File: config.mk
export PLATFORM = sky130hd
export DESIGN_NAME = vote_press_qualifier_flat
export DESIGN_NICKNAME = d
export VERILOG_FILES = /design/src/rtl/voting_pkg.sv /design/src/rtl/vote_press_qualifier_if.sv /design/src/rtl/button_sync.sv /design/src/rtl/vote_press_qualifier.sv /design/src/flat_wrapper.sv
export SDC_FILE = /design/constraint.sdc
export NUM_CORES = 1
export LEC_CHECK = 0
export ABC_AREA = 1
export BUFFER_PORTS_ARGS = -buffer_cell sky130_fd_sc_hd__buf_2
export CAP_MARGIN = 20
export CORE_UTILIZATION = 40
export DETAILED_ROUTE_END_ITERATION = 6
export GPL_TIMING_DRIVEN = 0
export SYNTH_ARGS = -nofsm -noshare
export SYNTH_HDL_FRONTEND = slang
export SYNTH_SLANG_ARGS = --single-unit
File: constraint.sdc
create_clock -name clock -period 4.7 [get_ports clock]
set_input_delay 0.235 -clock clock [delete_from_list [all_inputs] [get_ports clock]]
set_output_delay 0.235 -clock clock [all_outputs]
set_load 0.01 [all_outputs]
File: src/rtl/voting_pkg.sv
// rtl/voting_pkg.sv - shared types, constants and helpers for the vote press qualifier
package voting_pkg;

    localparam int NUM_CANDIDATES      = 4;
    localparam int DEFAULT_HOLD_CYCLES = 8;

    typedef logic [1:0] cand_idx_t;

    typedef enum logic [1:0] {
        IDLE         = 2'd0,
        ARMING       = 2'd1,
        WAIT_RELEASE = 2'd2
    } state_t;

    // Number of buttons currently seen high.
    function automatic logic [2:0] count_ones(input logic [NUM_CANDIDATES-1:0] v);
        count_ones = 3'(v[0]) + 3'(v[1]) + 3'(v[2]) + 3'(v[3]);
    endfunction

    // Index of the highest set bit; only meaningful when exactly one bit is set.
    function automatic cand_idx_t onehot_index(input logic [NUM_CANDIDATES-1:0] v);
        if (v[3])      onehot_index = 2'd3;
        else if (v[2]) onehot_index = 2'd2;
        else if (v[1]) onehot_index = 2'd1;
        else           onehot_index = 2'd0;
    endfunction

    // One-hot mask selecting a single candidate.
    function automatic logic [NUM_CANDIDATES-1:0] cand_mask(input cand_idx_t idx);
        cand_mask = NUM_CANDIDATES'(1) << idx;
    endfunction

endpackage

File: src/rtl/vote_press_qualifier_if.sv
// rtl/vote_press_qualifier_if.sv - button/mode inputs and vote/reject/busy outputs of the qualifier
interface vote_press_qualifier_if;

    logic mode;
    logic button1;
    logic button2;
    logic button3;
    logic button4;
    logic vote1;
    logic vote2;
    logic vote3;
    logic vote4;
    logic reject;
    logic busy;

    modport master (
        output mode,
        output button1, button2, button3, button4,
        input  vote1, vote2, vote3, vote4,
        input  reject,
        input  busy
    );

    modport slave (
        input  mode,
        input  button1, button2, button3, button4,
        output vote1, vote2, vote3, vote4,
        output reject,
        output busy
    );

endinterface

File: src/rtl/button_sync.sv
// rtl/button_sync.sv - parameterised-width two-flop synchroniser with synchronous reset
module button_sync #(
    parameter int WIDTH = 4
) (
    input  logic             clock,
    input  logic             reset,
    input  logic [WIDTH-1:0] async_in,
    output logic [WIDTH-1:0] sync_out
);

    logic [WIDTH-1:0] meta_q, meta_d;
    logic [WIDTH-1:0] sync_q, sync_d;

    // Each stage simply takes the value of the stage before it.
    always_comb begin
        meta_d = async_in;
        sync_d = meta_q;
    end

    // Both stages clear on reset so a held button re-enters as a fresh press.
    always_ff @(posedge clock) begin
        if (reset) begin
            meta_q <= '0;
            sync_q <= '0;
        end else begin
            meta_q <= meta_d;
            sync_q <= sync_d;
        end
    end

    assign sync_out = sync_q;

endmodule

File: src/rtl/vote_press_qualifier.sv
// rtl/vote_press_qualifier.sv - qualifies single-button holds into one vote pulse per press
module vote_press_qualifier
    import voting_pkg::*;
#(
    parameter int HOLD_CYCLES = DEFAULT_HOLD_CYCLES
) (
    input  logic                   clock,
    input  logic                   reset,
    vote_press_qualifier_if.slave  bus
);

    localparam int                CNT_W   = $clog2(HOLD_CYCLES + 1);
    localparam logic [CNT_W-1:0]  CNT_MAX = CNT_W'(HOLD_CYCLES);
    localparam logic [CNT_W-1:0]  CNT_ONE = CNT_W'(1);

    logic [NUM_CANDIDATES-1:0] raw_buttons;
    logic [NUM_CANDIDATES-1:0] s;

    state_t                    state_q, state_d;
    logic [CNT_W-1:0]          cnt_q, cnt_d;
    cand_idx_t                 idx_q, idx_d;
    logic [NUM_CANDIDATES-1:0] vote_q, vote_d;
    logic                      reject_q, reject_d;

    logic [2:0]                n_high;
    logic                      latched_high;
    logic                      others_high;

    assign raw_buttons = {bus.button4, bus.button3, bus.button2, bus.button1};

    button_sync #(
        .WIDTH (NUM_CANDIDATES)
    ) u_button_sync (
        .clock    (clock),
        .reset    (reset),
        .async_in (raw_buttons),
        .sync_out (s)
    );

    assign n_high       = count_ones(s);
    assign latched_high = |(s & cand_mask(idx_q));
    assign others_high  = |(s & ~cand_mask(idx_q));

    // Next-state, hold counter and one-cycle vote/reject decisions.
    always_comb begin
        state_d  = state_q;
        cnt_d    = cnt_q;
        idx_d    = idx_q;
        vote_d   = '0;
        reject_d = 1'b0;

        case (state_q)
            IDLE: begin
                if (!bus.mode) begin
                    if (n_high == 3'd1) begin
                        idx_d = onehot_index(s);
                        cnt_d = CNT_ONE;
                        if (CNT_MAX == CNT_ONE) begin
                            vote_d  = cand_mask(onehot_index(s));
                            state_d = WAIT_RELEASE;
                        end else begin
                            state_d = ARMING;
                        end
                    end else if (n_high >= 3'd2) begin
                        reject_d = 1'b1;
                        state_d  = WAIT_RELEASE;
                    end
                end
            end

            ARMING: begin
                if (bus.mode) begin
                    state_d = WAIT_RELEASE;
                end else if (others_high) begin
                    reject_d = 1'b1;
                    state_d  = WAIT_RELEASE;
                end else if (!latched_high) begin
                    state_d = IDLE;
                end else if (cnt_q != CNT_MAX) begin
                    cnt_d = cnt_q + CNT_ONE;
                    if (cnt_q == CNT_MAX - CNT_ONE) begin
                        vote_d  = cand_mask(idx_q);
                        state_d = WAIT_RELEASE;
                    end
                end
            end

            WAIT_RELEASE: begin
                if (s == '0) begin
                    state_d = IDLE;
                end
            end

            default: begin
                state_d = IDLE;
            end
        endcase
    end

    // State, counter, latched index and registered output pulses.
    always_ff @(posedge clock) begin
        if (reset) begin
            state_q  <= IDLE;
            cnt_q    <= '0;
            idx_q    <= '0;
            vote_q   <= '0;
            reject_q <= 1'b0;
        end else begin
            state_q  <= state_d;
            cnt_q    <= cnt_d;
            idx_q    <= idx_d;
            vote_q   <= vote_d;
            reject_q <= reject_d;
        end
    end

    assign bus.vote1  = vote_q[0];
    assign bus.vote2  = vote_q[1];
    assign bus.vote3  = vote_q[2];
    assign bus.vote4  = vote_q[3];
    assign bus.reject = reject_q;
    assign bus.busy   = (state_q != IDLE);

endmodule
File: src/flat_wrapper.sv
// flat-port wrapper written by rule: the top's interface ports become plain ports
module vote_press_qualifier_flat import voting_pkg::*;
#(
    parameter int HOLD_CYCLES = DEFAULT_HOLD_CYCLES
)
  (clock, reset, bus_mode, bus_button1, bus_button2, bus_button3, bus_button4, bus_vote1, bus_vote2, bus_vote3, bus_vote4, bus_reject, bus_busy);
  vote_press_qualifier_if bus_i ();
  input  logic clock;
  input  logic reset;
  input wire logic [$bits(bus_i.mode)-1:0] bus_mode;
  input wire logic [$bits(bus_i.button1)-1:0] bus_button1;
  input wire logic [$bits(bus_i.button2)-1:0] bus_button2;
  input wire logic [$bits(bus_i.button3)-1:0] bus_button3;
  input wire logic [$bits(bus_i.button4)-1:0] bus_button4;
  output wire logic [$bits(bus_i.vote1)-1:0] bus_vote1;
  output wire logic [$bits(bus_i.vote2)-1:0] bus_vote2;
  output wire logic [$bits(bus_i.vote3)-1:0] bus_vote3;
  output wire logic [$bits(bus_i.vote4)-1:0] bus_vote4;
  output wire logic [$bits(bus_i.reject)-1:0] bus_reject;
  output wire logic [$bits(bus_i.busy)-1:0] bus_busy;
  assign bus_i.mode = bus_mode;
  assign bus_i.button1 = bus_button1;
  assign bus_i.button2 = bus_button2;
  assign bus_i.button3 = bus_button3;
  assign bus_i.button4 = bus_button4;
  assign bus_vote1 = bus_i.vote1;
  assign bus_vote2 = bus_i.vote2;
  assign bus_vote3 = bus_i.vote3;
  assign bus_vote4 = bus_i.vote4;
  assign bus_reject = bus_i.reject;
  assign bus_busy = bus_i.busy;
  vote_press_qualifier #(.HOLD_CYCLES(HOLD_CYCLES)) u_core (.clock(clock), .reset(reset), .bus(bus_i));
endmodule
Yosys cells after proc, flatten, opt, wreduce, memory -nomap -nowiden
Cells that the tools add are included.
Widths: inputs -> output; s select.
- latch bits: 0
- register bits after elaboration: 21
- memories kept: 0
- bits in writable memories: 0
- ROM bits: 0
- output and inout bits: 6
- input port bits: 7
- eq/ne operators: 15
- $add $sub $neg: 4
- shift operators: 1
- reductions and logical operators: 10
- bitwise logic cells: 8
- multiplexer cells: 26
- divide/modulo/power cells: 0
- $lt $le $gt $ge: 1
- $mul: 0
- operator list (kind ; count):
    $mux 4 ; 6
    $mux 2 ; 11
    $ne 5x5->1 const B ; 2
    $reduce_or 10->1 ; 1
    $and 4x4->4 ; 2
    $ne 2x1->1 const B ; 4
    $pmux 4 s2 ; 1
    $reduce_or 4->1 ; 2
    $reduce_and 7->1 ; 1
    $add 3x1->3 ; 2
    $mux 1 ; 6
    $ne 2x2->1 const B ; 3
    $pmux 2 s3 ; 1
    $not 1->1 ; 5
    $reduce_and 5->1 ; 1
    $add 4x1->4 const B ; 1
    $eq 4x3->1 const B ; 1
    $logic_not 4->1 ; 1
    $ne 4x4->1 const B ; 1
    $not 4->4 ; 1
    $reduce_bool 2->1 ; 2
    $shl 1x2->4 const A ; 1
    $eq 3x1->1 const B ; 1
    $ge 3x2->1 const B ; 1
    7 further kinds ; 7

Logic depth before layout (Yosys ltp)
- word-level depth: 8
- mapped depth: 13

By module
A second synthesis with hierarchy kept.
- cells, all modules: 165
- area total of the unflattened synthesis: 1151.1 sq um
- modules (own cells, without submodules) (module ; instances ; area an instance (sq um) ; cells an instance):
    vote_press_qualifier ; 1 ; 919.6 ; 140
    button_sync ; 1 ; 231.5 ; 25

Least setup slack after synthesis
OpenSTA, ideal clock, no wires.
- kind: register to register
- start point: register u_core.u_button_sync.sync_q[1] (netlist: u_core.u_button_sync.sync_out[1])
- end point: register u_core.idx_q[1]
- data arrival time: 2.224 ns
- cell stages (with the launch flop): 13
- clock period less this slack: 2.348 ns
- data required time: 4.576 ns
- path slack: 2.352 ns
- buffers on the path: 0
- cells stage by stage: dfxtp_1 > inv_1 > ha_1 > inv_1 > fa_1 > inv_1 > ha_1 > nor3_1 > nor2_2 > nor3_4 > nand2_2 > a21oi_1 > nor2_1
- word-level cells in the longest chain between the ends: 5
- ends and longest elaborated chain (item ; line ; RTL):
    start, declared ; button_sync.sv:12 ; logic [WIDTH-1:0] sync_q, sync_d;
    start signal, assigned ; button_sync.sv:27 ; sync_q <= sync_d;
    $add 1x1->2 ; voting_pkg.sv:17 ; count_ones = 3'(v[0]) + 3'(v[1]) + 3'(v[2]) + 3'(v[3]);
    $add 3x1->3 (2 in series) ; voting_pkg.sv:17 ;
    $eq 3x1->1 ; vote_press_qualifier.sv:55 ; if (n_high == 3'd1) begin
    $reduce_and 3->1 (no source line) ; -- ;
    end signal, assigned ; vote_press_qualifier.sv:111 ; idx_q <= idx_d;
    end, declared ; vote_press_qualifier.sv:21 ; cand_idx_t idx_q, idx_d;
No other way between the ends.
A chain may end at the register's enable or synchronous reset.

Final worst setup path
Same ends and word-level chain as after synthesis.

==> impl_metrics.py <==
metrics = {
    "status": {
        "status": "finished, final reports clean",
    },
    "clock_network": {
        "clock_sinks": 21,
        "clkTransAtPathRegs_ns": 0.12,
        "worst_skew_pair.late_latency_ns": 0.30,
        "clock-root-buffer": "clkbuf_4",
        "cts_tree": "done",
        "cts_resized": 0,
        "cts_setup_buffers": 0,
        "hold_buffers": 0,
        "cts_max_level": 1,
        "numCtsBuffers": 3,
        "cts_buffer_depth": 2,
    },
    "logic_synthesis": {
        "synth_top_family_by_area": "simple AND/OR/NAND/NOR gates",
        "synthesis.nets": 166,
        "ys_ff_latch": 21,
        "syn_inst": 151,
        "synthMuxAreaShare": 0,
        "ys_warn_count": 0,
        "yosysSeqAreaShare": 0.384,
        "async_flop_share": 0,
        "synth_fa_ha_area_frac": 0.0982,
        "synth_edf_count": 0,
        "synth_xor_xnor_area_share": 0.00799,
        "synthFlopType": "dfxtp_1",
        "yosysUniqueCellTypes": 25,
        "postSynthAreaPerCell_um2": 7.26,
        "synth_compound_area_frac": 0.0639,
        "yosys.area_share.simple": 0.339,
        "syn_area_um2": 1100,
    },
    "sta": {
        "report.final.slew_viol_count": 0,
        "period_needed_ns": 2.60,
        "fin_tns_setup_ns": 0,
        "fin_crit_sh": 0.554,
        "hold_violations": 0,
        "slew_headroom": 0.707,
        "setup_viol_count_final": 0,
        "fin_skew_ns": 0.00116,
        "timing.fmax_mhz": 384,
        "rsz0062_at_grt": "no",
        "worst-slew-pin-transition_ns": 0.439,
    },
    "cells_and_area": {
        "drive_gt1_frac": 0.187,
        "layout_common_cells": "26 x inv_1, 26 x nand2_1, 22 x nor2_1",
        "area_growth_pct": 11.0,
        "n_antenna_cell": 0,
        "stdcell_area_um2": 1220,
        "fin_nets": 182,
    },
    "route": {
        "ant_nets": 0,
        "vias_per_cell": 4.83,
        "firstDrtPassIters": 4,
        "wl_um": 1930,
        "routedWlPerCell_um": 9.85,
        "drc": 0,
        "drt_iter0_markers": 27,
        "vias": 947,
    },
    "floorplan": {
        "dieArea_um2": 2950,
        "fp-row-count": 18,
        "start_util": 0.435,
        "core-area_um2": 2520,
        "boundaryPins": 13,
        "die-height_um": 54.3,
        "chipWidth_um": 54.3,
    },
    "placement": {
        "place_congestion": 0.856,
        "dp_hpwl_um": 1510,
        "io_buffer_count": 11,
        "place_area_um2": 1190,
    },
    "hold_path": {
        "hold_class": "in2reg",
    },
    "global_routing": {
        "grt_start_max_net_pins": 13,
        "grt_pass1_vias": 761,
        "grt_pass1_wl_um": 3320,
        "grt_overflow": 0,
        "antenna_found_initial": 0,
        "track_usage": 0.160,
    },
    "setup_path": {
        "path_buf_inv": 3,
        "cp_slowest_cell": "fa_1",
        "crit_family": "adder cells",
        "cpPeakStageDelay_ns": 0.46,
        "required_ns": 4.90,
        "worstPathCellList": "inv_1, ha_1, inv_1, fa_1, inv_1, ha_1, nor3_1, nor2_2, nor3_4, nand2_2, a21oi_1, nor2_1",
        "worstSetupPathType": "reg2reg",
        "end_kind": "flip-flop",
        "crit_arrival_ns": 2.80,
        "path_max_fanout": 6,
        "crit_top_cell": "inv_1",
        "critPathLaunchType": "flip-flop",
    },
    "power": {
        "peakVddDrop_mv": 0.206,
        "powerDensity_nw_per_um2": 358,
        "leakage_nw": 0.562,
    },
    "flow_run": {
        "maxCapViolations": 0,
    },
}
==> cells in the mapped netlist, types with 2 or more instances <==
cell / count / share of area
dfxtp_1: 21 / 0.38
a21oi_1: 9 / 0.041
nor2_2: 3 / 0.017
nor2_1: 22 / 0.075
inv_2: 2 / 0.0069
nand2_1: 26 / 0.089
or2_4: 2 / 0.016
inv_1: 26 / 0.089
nand2_2: 4 / 0.023
ha_1: 7 / 0.080
o21ai_0: 2 / 0.0091
nand3_1: 13 / 0.059
clkbuf_1: 2 / 0.0069
==> per-stage QoR <==
step                power (mW)  hold slack (ns)  setup slack, ns  cells   util
global placement         0.346            0.391             2.13    192  0.471
finish                   0.435            0.118             2.10    196  0.482
global route             0.468           0.0935             1.91    196  0.482
floorplan                0.319            0.342             2.35    151      -
CTS                      0.441            0.107             2.08    196  0.482
detailed placement       0.349            0.399             2.09    192  0.471
==> worst paths after layout <==
check | cells after the start | slack [ns] | to | from
worst min register to register | 2 | 0.41 | u_core.u_button_sync.sync_out[0] | u_core.u_button_sync.meta_q[0]
worst min-delay path | 3 | 0.12 | u_core.u_button_sync.meta_q[3] | bus_button4
worst max-delay path | 12 | 2.10 | u_core.idx_q[1] | u_core.u_button_sync.sync_out[1]
worst max register to register | 12 | 2.10 | u_core.idx_q[1] | u_core.u_button_sync.sync_out[1]
==> tightest hold or removal path, cell delays in order <==
cell and delay [ns]:
buf_2 0.09, inv_1 0.04, nor2_1 0.03
==> per-layer routing <==
metal | track usage | part of all wire | vias to the layer above
li1 | - | - | 493
met1 | 0.219 | 0.49 | 430
met2 | 0.242 | 0.46 | 20
met3 | 0.0250 | 0.034 | 4
met4 | 0.0769 | 0.0078 | 0
met5 | 0 | 0 | -
==> sequential cells by signal, summed over array words and instances, names as in the netlist <==
| register | flops |
|---|---|
| u_core.bus.reject | 1 |
| u_core.cnt_q | 4 |
| u_core.idx_q | 2 |
| u_core.state_q | 2 |
| u_core.u_button_sync.meta_q | 4 |
| u_core.u_button_sync.sync_out | 4 |
| u_core.vote_q | 4 |
==> power by group <==
group          internal [mW]  total, mW  switching [mW]
Combinational         0.0496      0.136          0.0863
Clock                 0.0317     0.0896          0.0579
Sequential             0.194      0.210          0.0158
==> kinds of logic after synthesis <==
family                     count (synthesis)
and+or+nand+nor                           77
xor gates and xnor gates                   1
AOI/OAI and AO/OA                         13
adders and majority gates                  8
buffers and inverters                     31
DFF                                       21
==> layout make-up <==
class,instances,area [µm²]
Sequential cell,21,420
Fill cell,272,1310
Clock inverter,1,5.00
Multi-Input combinational cell,99,558
Timing Repair Buffer,11,55.1
Clock buffer,3,22.5
Tap cell,30,37.5
Inverter,28,105
Buffer,3,12.5
(Power assumes the default switching activity.)
